<file path="src/rtl/encoder_m_to_n_seq.sv">
`default_nettype none
// ============================================================================
//  Module      : encoder_m_to_n_seq
//  Description : Sequential priority encoder. Captures request bits into a
//                pending register and emits their indices lowest-first, one
//                per valid/ready handshake.
//  Revision    : 1.0 - initial release
// ============================================================================
module encoder_m_to_n_seq #(
    parameter int NUMBER_OF_INPUT  = 8,
    parameter int NUMBER_OF_OUTPUT = 3
) (
    input  logic                        clk,
    input  logic                        rst_n,
    input  logic                        enable,
    input  logic [NUMBER_OF_INPUT-1:0]  x,
    input  logic                        ready,
    output logic [NUMBER_OF_OUTPUT-1:0] y,
    output logic                        valid,
    output logic [NUMBER_OF_INPUT-1:0]  pending,
    output logic                        busy
);

    localparam logic [0:0] c_IDLE = 1'b0;
    localparam logic [0:0] c_HOLD = 1'b1;

    logic [0:0]                  r_state;
    logic [NUMBER_OF_OUTPUT-1:0] r_y;
    logic                        r_valid;
    logic [NUMBER_OF_INPUT-1:0]  r_pending;

    logic [NUMBER_OF_OUTPUT-1:0] w_sel;
    logic [NUMBER_OF_INPUT-1:0]  w_sel_onehot;
    logic                        w_any;
    logic                        w_load;
    logic [NUMBER_OF_INPUT-1:0]  w_served;
    logic [NUMBER_OF_INPUT-1:0]  w_capture;
    logic [NUMBER_OF_INPUT-1:0]  w_pending_next;

    // Descending scan: the last hit, i.e. the lowest set index, wins.
    always_comb begin
        w_sel        = '0;
        w_sel_onehot = '0;
        for (int i = NUMBER_OF_INPUT - 1; i >= 0; i--) begin
            if (r_pending[i]) begin
                w_sel           = NUMBER_OF_OUTPUT'(i);
                w_sel_onehot    = '0;
                w_sel_onehot[i] = 1'b1;
            end
        end
    end

    assign w_any          = |r_pending;
    assign w_load         = w_any && ((r_state == c_IDLE) || ready);
    assign w_served       = w_load ? w_sel_onehot : '0;
    assign w_capture      = enable ? x : '0;
    // Capture is OR-ed in after the clear so a re-asserted served bit survives.
    assign w_pending_next = (r_pending & ~w_served) | w_capture;

    always_ff @(posedge clk) begin
        if (!rst_n) begin
            r_state   <= c_IDLE;
            r_y       <= '0;
            r_valid   <= 1'b0;
            r_pending <= '0;
        end else begin
            r_pending <= w_pending_next;
            case (r_state)
                c_IDLE: begin
                    if (w_any) begin
                        r_y     <= w_sel;
                        r_valid <= 1'b1;
                        r_state <= c_HOLD;
                    end
                end
                c_HOLD: begin
                    if (ready) begin
                        if (w_any) begin
                            r_y <= w_sel;
                        end else begin
                            r_valid <= 1'b0;
                            r_state <= c_IDLE;
                        end
                    end
                end
                default: begin
                    r_valid <= 1'b0;
                    r_state <= c_IDLE;
                end
            endcase
        end
    end

    assign y       = r_y;
    assign valid   = r_valid;
    assign pending = r_pending;
    assign busy    = r_valid | (|r_pending);

endmodule
`default_nettype wire

</file>
<file path="config.mk">
export PLATFORM = sky130hd
export DESIGN_NAME = encoder_m_to_n_seq
export DESIGN_NICKNAME = d
export VERILOG_FILES = /design/src/rtl/encoder_m_to_n_seq.sv
export SDC_FILE = /design/constraint.sdc
export NUM_CORES = 1
export LEC_CHECK = 0
export ABC_CLOCK_PERIOD_IN_PS = 1400
export CAP_MARGIN = 20
export CELL_PAD_IN_SITES_DETAIL_PLACEMENT = 0
export CELL_PAD_IN_SITES_GLOBAL_PLACEMENT = 1
export CORE_MARGIN = 3
export CORE_UTILIZATION = 28
export CTS_BUF_LIST = sky130_fd_sc_hd__clkbuf_16
export CTS_CLUSTER_DIAMETER = 60
export DETAILED_ROUTE_END_ITERATION = 8
export PLACE_DENSITY = 0.79
export SLEW_MARGIN = 20
export SYNTH_ARGS = -nofsm -noshare
export SYNTH_HDL_FRONTEND = slang
export SYNTH_SLANG_ARGS = --single-unit
</file>
<file path="constraint.sdc">
create_clock -name clk -period 1.4 [get_ports clk]
set_input_delay 0.21 -clock clk [delete_from_list [all_inputs] [get_ports clk]]
set_output_delay 0.21 -clock clk [all_outputs]
set_load 0.1 [all_outputs]
</file>
==> out/qor.json <==
{
  "run_status": {"value": "finished with violations"},
  "failing_checks": {"value": "negative setup slack"},
  "grt_busiest_layer": {"value": "met2"},
  "die_area": {"value": 2700, "unit": "sq um"},
  "clock-root-buffer": {"value": "sky130_fd_sc_hd__clkbuf_16"},
  "yosys.cell_count.top_type": {"value": "sky130_fd_sc_hd__dfxtp_1"},
  "fillerInstances": {"value": 157},
  "first_global_vias": {"value": 666},
  "totalNegativeSetupSlack": {"value": -0.217, "unit": "ns"},
  "syn-cell-area": {"value": 592, "unit": "sq um"},
  "switching_power": {"value": 526, "unit": "uW"},
  "largest_net_degree_at_the_start_of_global_routing": {"value": 11},
  "synth_sequential_area_ratio": {"value": 44.0, "unit": "%"},
  "initial_standard_cell_utilization_of_the_core": {"value": 29.9, "unit": "%"},
  "drive_gt1_share": {"value": 41.1, "unit": "%"},
  "clkPwrFrac": {"value": 33.8, "unit": "%"},
  "final_max_slew_viol_count": {"value": 0},
  "route.detailed.drc": {"value": 0},
  "post_cts.repair.setup_buffers": {"value": 0},
  "final.hold.worst_slack": {"value": 0.507, "unit": "ns"},
  "path_clk_slew": {"value": 0.04, "unit": "ns"},
  "syn-instance-count": {"value": 68},
  "hp-class": {"value": "flip-flop to flip-flop"},
  "crit_path_end_kind": {"value": "output pin"},
  "setup-violations-final": {"value": 1},
  "worst_slack_after_detailed_placement": {"value": -0.0924, "unit": "ns"},
  "globalRouteMet1Util": {"value": 16.5, "unit": "%"},
  "clock_path_buffers": {"value": 2},
  "ctsHtreeMaxLevel": {"value": 1},
  "globalRouteMet2Util": {"value": 24.1, "unit": "%"},
  "worst-endpoint-arrival": {"value": 1.41, "unit": "ns"},
  "floorplan.die.width": {"value": 52.0, "unit": "um"},
  "ioPinCount": {"value": 25},
  "ys_warn_count": {"value": 0},
  "vias": {"value": 635},
  "floorplan.core_area": {"value": 1980, "unit": "sq um"},
  "cts_tree": {"value": "built"},
  "switching_share": {"value": 34.1, "unit": "%"},
  "routed_wire_length_per_instance": {"value": 12.1, "unit": "um"},
  "leakage": {"value": 0.000494, "unit": "uW"},
  "edff_count_synth": {"value": 0},
  "yosys_most_used_dff": {"value": "sky130_fd_sc_hd__dfxtp_1"},
  "path_class": {"value": "flip-flop to output pin"},
  "period_needed": {"value": 1.62, "unit": "ns"},
  "rsz_0062_raised_after_global_routing": {"value": "yes"},
  "number_of_core_rows": {"value": 16},
  "wire_length_of_the_first_global_routing_pass": {"value": 2900, "unit": "um"},
  "max_freq": {"value": 618, "unit": "MHz"},
  "hpwlAfterDp": {"value": 1230, "unit": "um"},
  "syn-num-nets": {"value": 80},
  "synth.ff_latch_count": {"value": 13},
  "synthDominantAreaCellType": {"value": "sky130_fd_sc_hd__dfxtp_1"},
  "area_growth": {"value": 103, "unit": "%"},
  "worst_setup_path_start_kind": {"value": "flip-flop"},
  "fin_skew": {"value": 0.00341, "unit": "ns"},
  "grtUsageTotal": {"value": 14.6, "unit": "%"},
  "cts_num_sinks": {"value": 13},
  "synth.top_cells.by_area": {"value": "sky130_fd_sc_hd__dfxtp_1, sky130_fd_sc_hd__nand2_1, sky130_fd_sc_hd__a21boi_0"},
  "total_area_of_multi_input_combinational_cells": {"value": 328, "unit": "sq um"},
  "antenna_violations_before_repair": {"value": 0},
  "drtIter0Drc": {"value": 3},
  "crit_fanout": {"value": 2},
  "post_drt_via_cell_ratio": {"value": 4.74},
  "wl": {"value": 1620, "unit": "um"},
  "postLayoutCoreUtil": {"value": 60.7, "unit": "%"},
  "ff_latch_area": {"value": 284, "unit": "sq um"},
  "count_of_endpoints_failing_hold_in_the_final_timing_report": {"value": 0},
  "synth.distinct_cells": {"value": 23},
  "worst_slack": {"value": -0.217, "unit": "ns"},
  "dpl-instance-area": {"value": 1110, "unit": "sq um"},
  "yosysTopAreaCellShare": {"value": 44.0, "unit": "%"},
  "worst-slew-pin-transition": {"value": 0.300, "unit": "ns"},
  "slew_headroom": {"value": 79.9, "unit": "%"},
  "synth_common_cells": {"value": "sky130_fd_sc_hd__dfxtp_1, sky130_fd_sc_hd__nand2_1, sky130_fd_sc_hd__nor2_1"},
  "count_of_max_cap_constraint_violations": {"value": 0},
  "diodes": {"value": 0},
  "place.gp.congestion": {"value": 0.737},
  "grt.met3_usage": {"value": 4.30, "unit": "%"},
  "post_layout_instance_area": {"value": 1200, "unit": "sq um"},
  "detail-route-antenna-nets": {"value": 0},
  "drt_pre_antenna_iters": {"value": 2},
  "floorplan.die.height": {"value": 52.0, "unit": "um"},
  "power.combinational.fraction": {"value": 37.7, "unit": "%"},
  "post-route-period-util": {"value": 116, "unit": "%"},
  "asyncSetResetFlopFracSynth": {"value": 0, "unit": "%"},
  "grt_overflow_total": {"value": 0},
  "required_worst_endpoint": {"value": 1.19, "unit": "ns"},
  "worst_skew_pair.late_latency": {"value": 0.24, "unit": "ns"},
  "power.sequential.fraction": {"value": 28.5, "unit": "%"},
  "cellInternalPower": {"value": 1010, "unit": "uW"},
  "power-per-cell-area": {"value": 1280, "unit": "nW/um^2"},
  "post_synth.cell_area_avg": {"value": 8.70, "unit": "sq um"},
  "buffer_ports.inserted": {"value": 24},
  "final_nets": {"value": 120},
  "number_of_buffers_created_by_cts": {"value": 3},
  "worst_ir_drop_vdd": {"value": 0.747, "unit": "mV"}
}
==> path summary, 6_finish.rpt <==
| kind | startpoint | to | slack (ns) | cells after the start |
|---|---|---|---|---|
| setup reg to reg | pending[5] | y[1] | 0.12 | 5 |
| setup / recovery | pending[5] | busy | -0.22 | 4 |
| hold / removal | y[1] | y[1] | 0.51 | 2 |
| hold reg to reg | y[1] | y[1] | 0.51 | 2 |
==> per-layer routing <==
| metal | up-vias | routed length (um) |
|---|---|---|
| met4 | 0 | 19 |
| li1 | 321 | - |
| met2 | 15 | 868 |
| met3 | 2 | 71 |
| met1 | 297 | 661 |
| met5 | - | 0 |
==> cells in the final DEF, fill, tap and decap left out, types with 4 or more instances in the layout <==
cell type,count
sky130_fd_sc_hd__nand2_1,10
sky130_fd_sc_hd__dfxtp_2,4
sky130_fd_sc_hd__clkdlybuf4s50_1,11
sky130_fd_sc_hd__a21oi_1,4
sky130_fd_sc_hd__dfxtp_1,4
sky130_fd_sc_hd__buf_12,13
sky130_fd_sc_hd__buf_4,13
sky130_fd_sc_hd__nor2_1,5
sky130_fd_sc_hd__inv_1,4
sky130_fd_sc_hd__dfxtp_4,5
==> state kept, by name, indices dropped and copies added, names as in the netlist <==
name     flops
valid        1
r_state      1
y            3
pending      8
==> cell families (layout without fill, tap and decap cells) <==
group	count (synthesis)	in the layout	share of synthesized area [%]
compound gates	23	23	26.4
buf+inv	5	44	3.17
flops	13	13	44.0
mux	1	1	1.69
simple gates	26	26	24.7
==> what timing repair did <==
item                                    4_1_cts  5_1_grt
pin swaps                                     2        1
endpoints found under the setup margin        1        2
resized for setup                             0        2
hold buffers                                  0        0
==> power by group through the flow <==
stage          clock network [uW]  logic, uW  registers (uW)
5_1_grt                       553        609             443
2_1_floorplan                   0        133             642
4_1_cts                       528        579             439
3_3_place_gp                    0        571             443
6_report                      521        580             438
3_5_place_dp                    0        575             444
==> per-stage QoR <==
stage	instances	total power, uW
5_1_grt	134	1610
3_5_place_dp	130	1020
4_1_cts	134	1550
6_report	134	1540
3_3_place_gp	130	1010
2_1_floorplan	68	775
==> worst max-delay path, stage by stage, from the launching register on <==
cell	delay [ns]
sky130_fd_sc_hd__dfxtp_4	0.34
sky130_fd_sc_hd__nor4_4	0.30
sky130_fd_sc_hd__nand3_2	0.11
sky130_fd_sc_hd__or2_4	0.25
sky130_fd_sc_hd__buf_12	0.16
==> final cells by class <==
type	count	share of cell area [%]
tap	27	2.81
multi-input combinational	50	27.2
clock inverter	1	0.312
clock buffer	3	6.24
timing repair buffer	37	38.9
sequential	13	23.6
inverter	3	0.936
(Power assumes the default switching activity.)
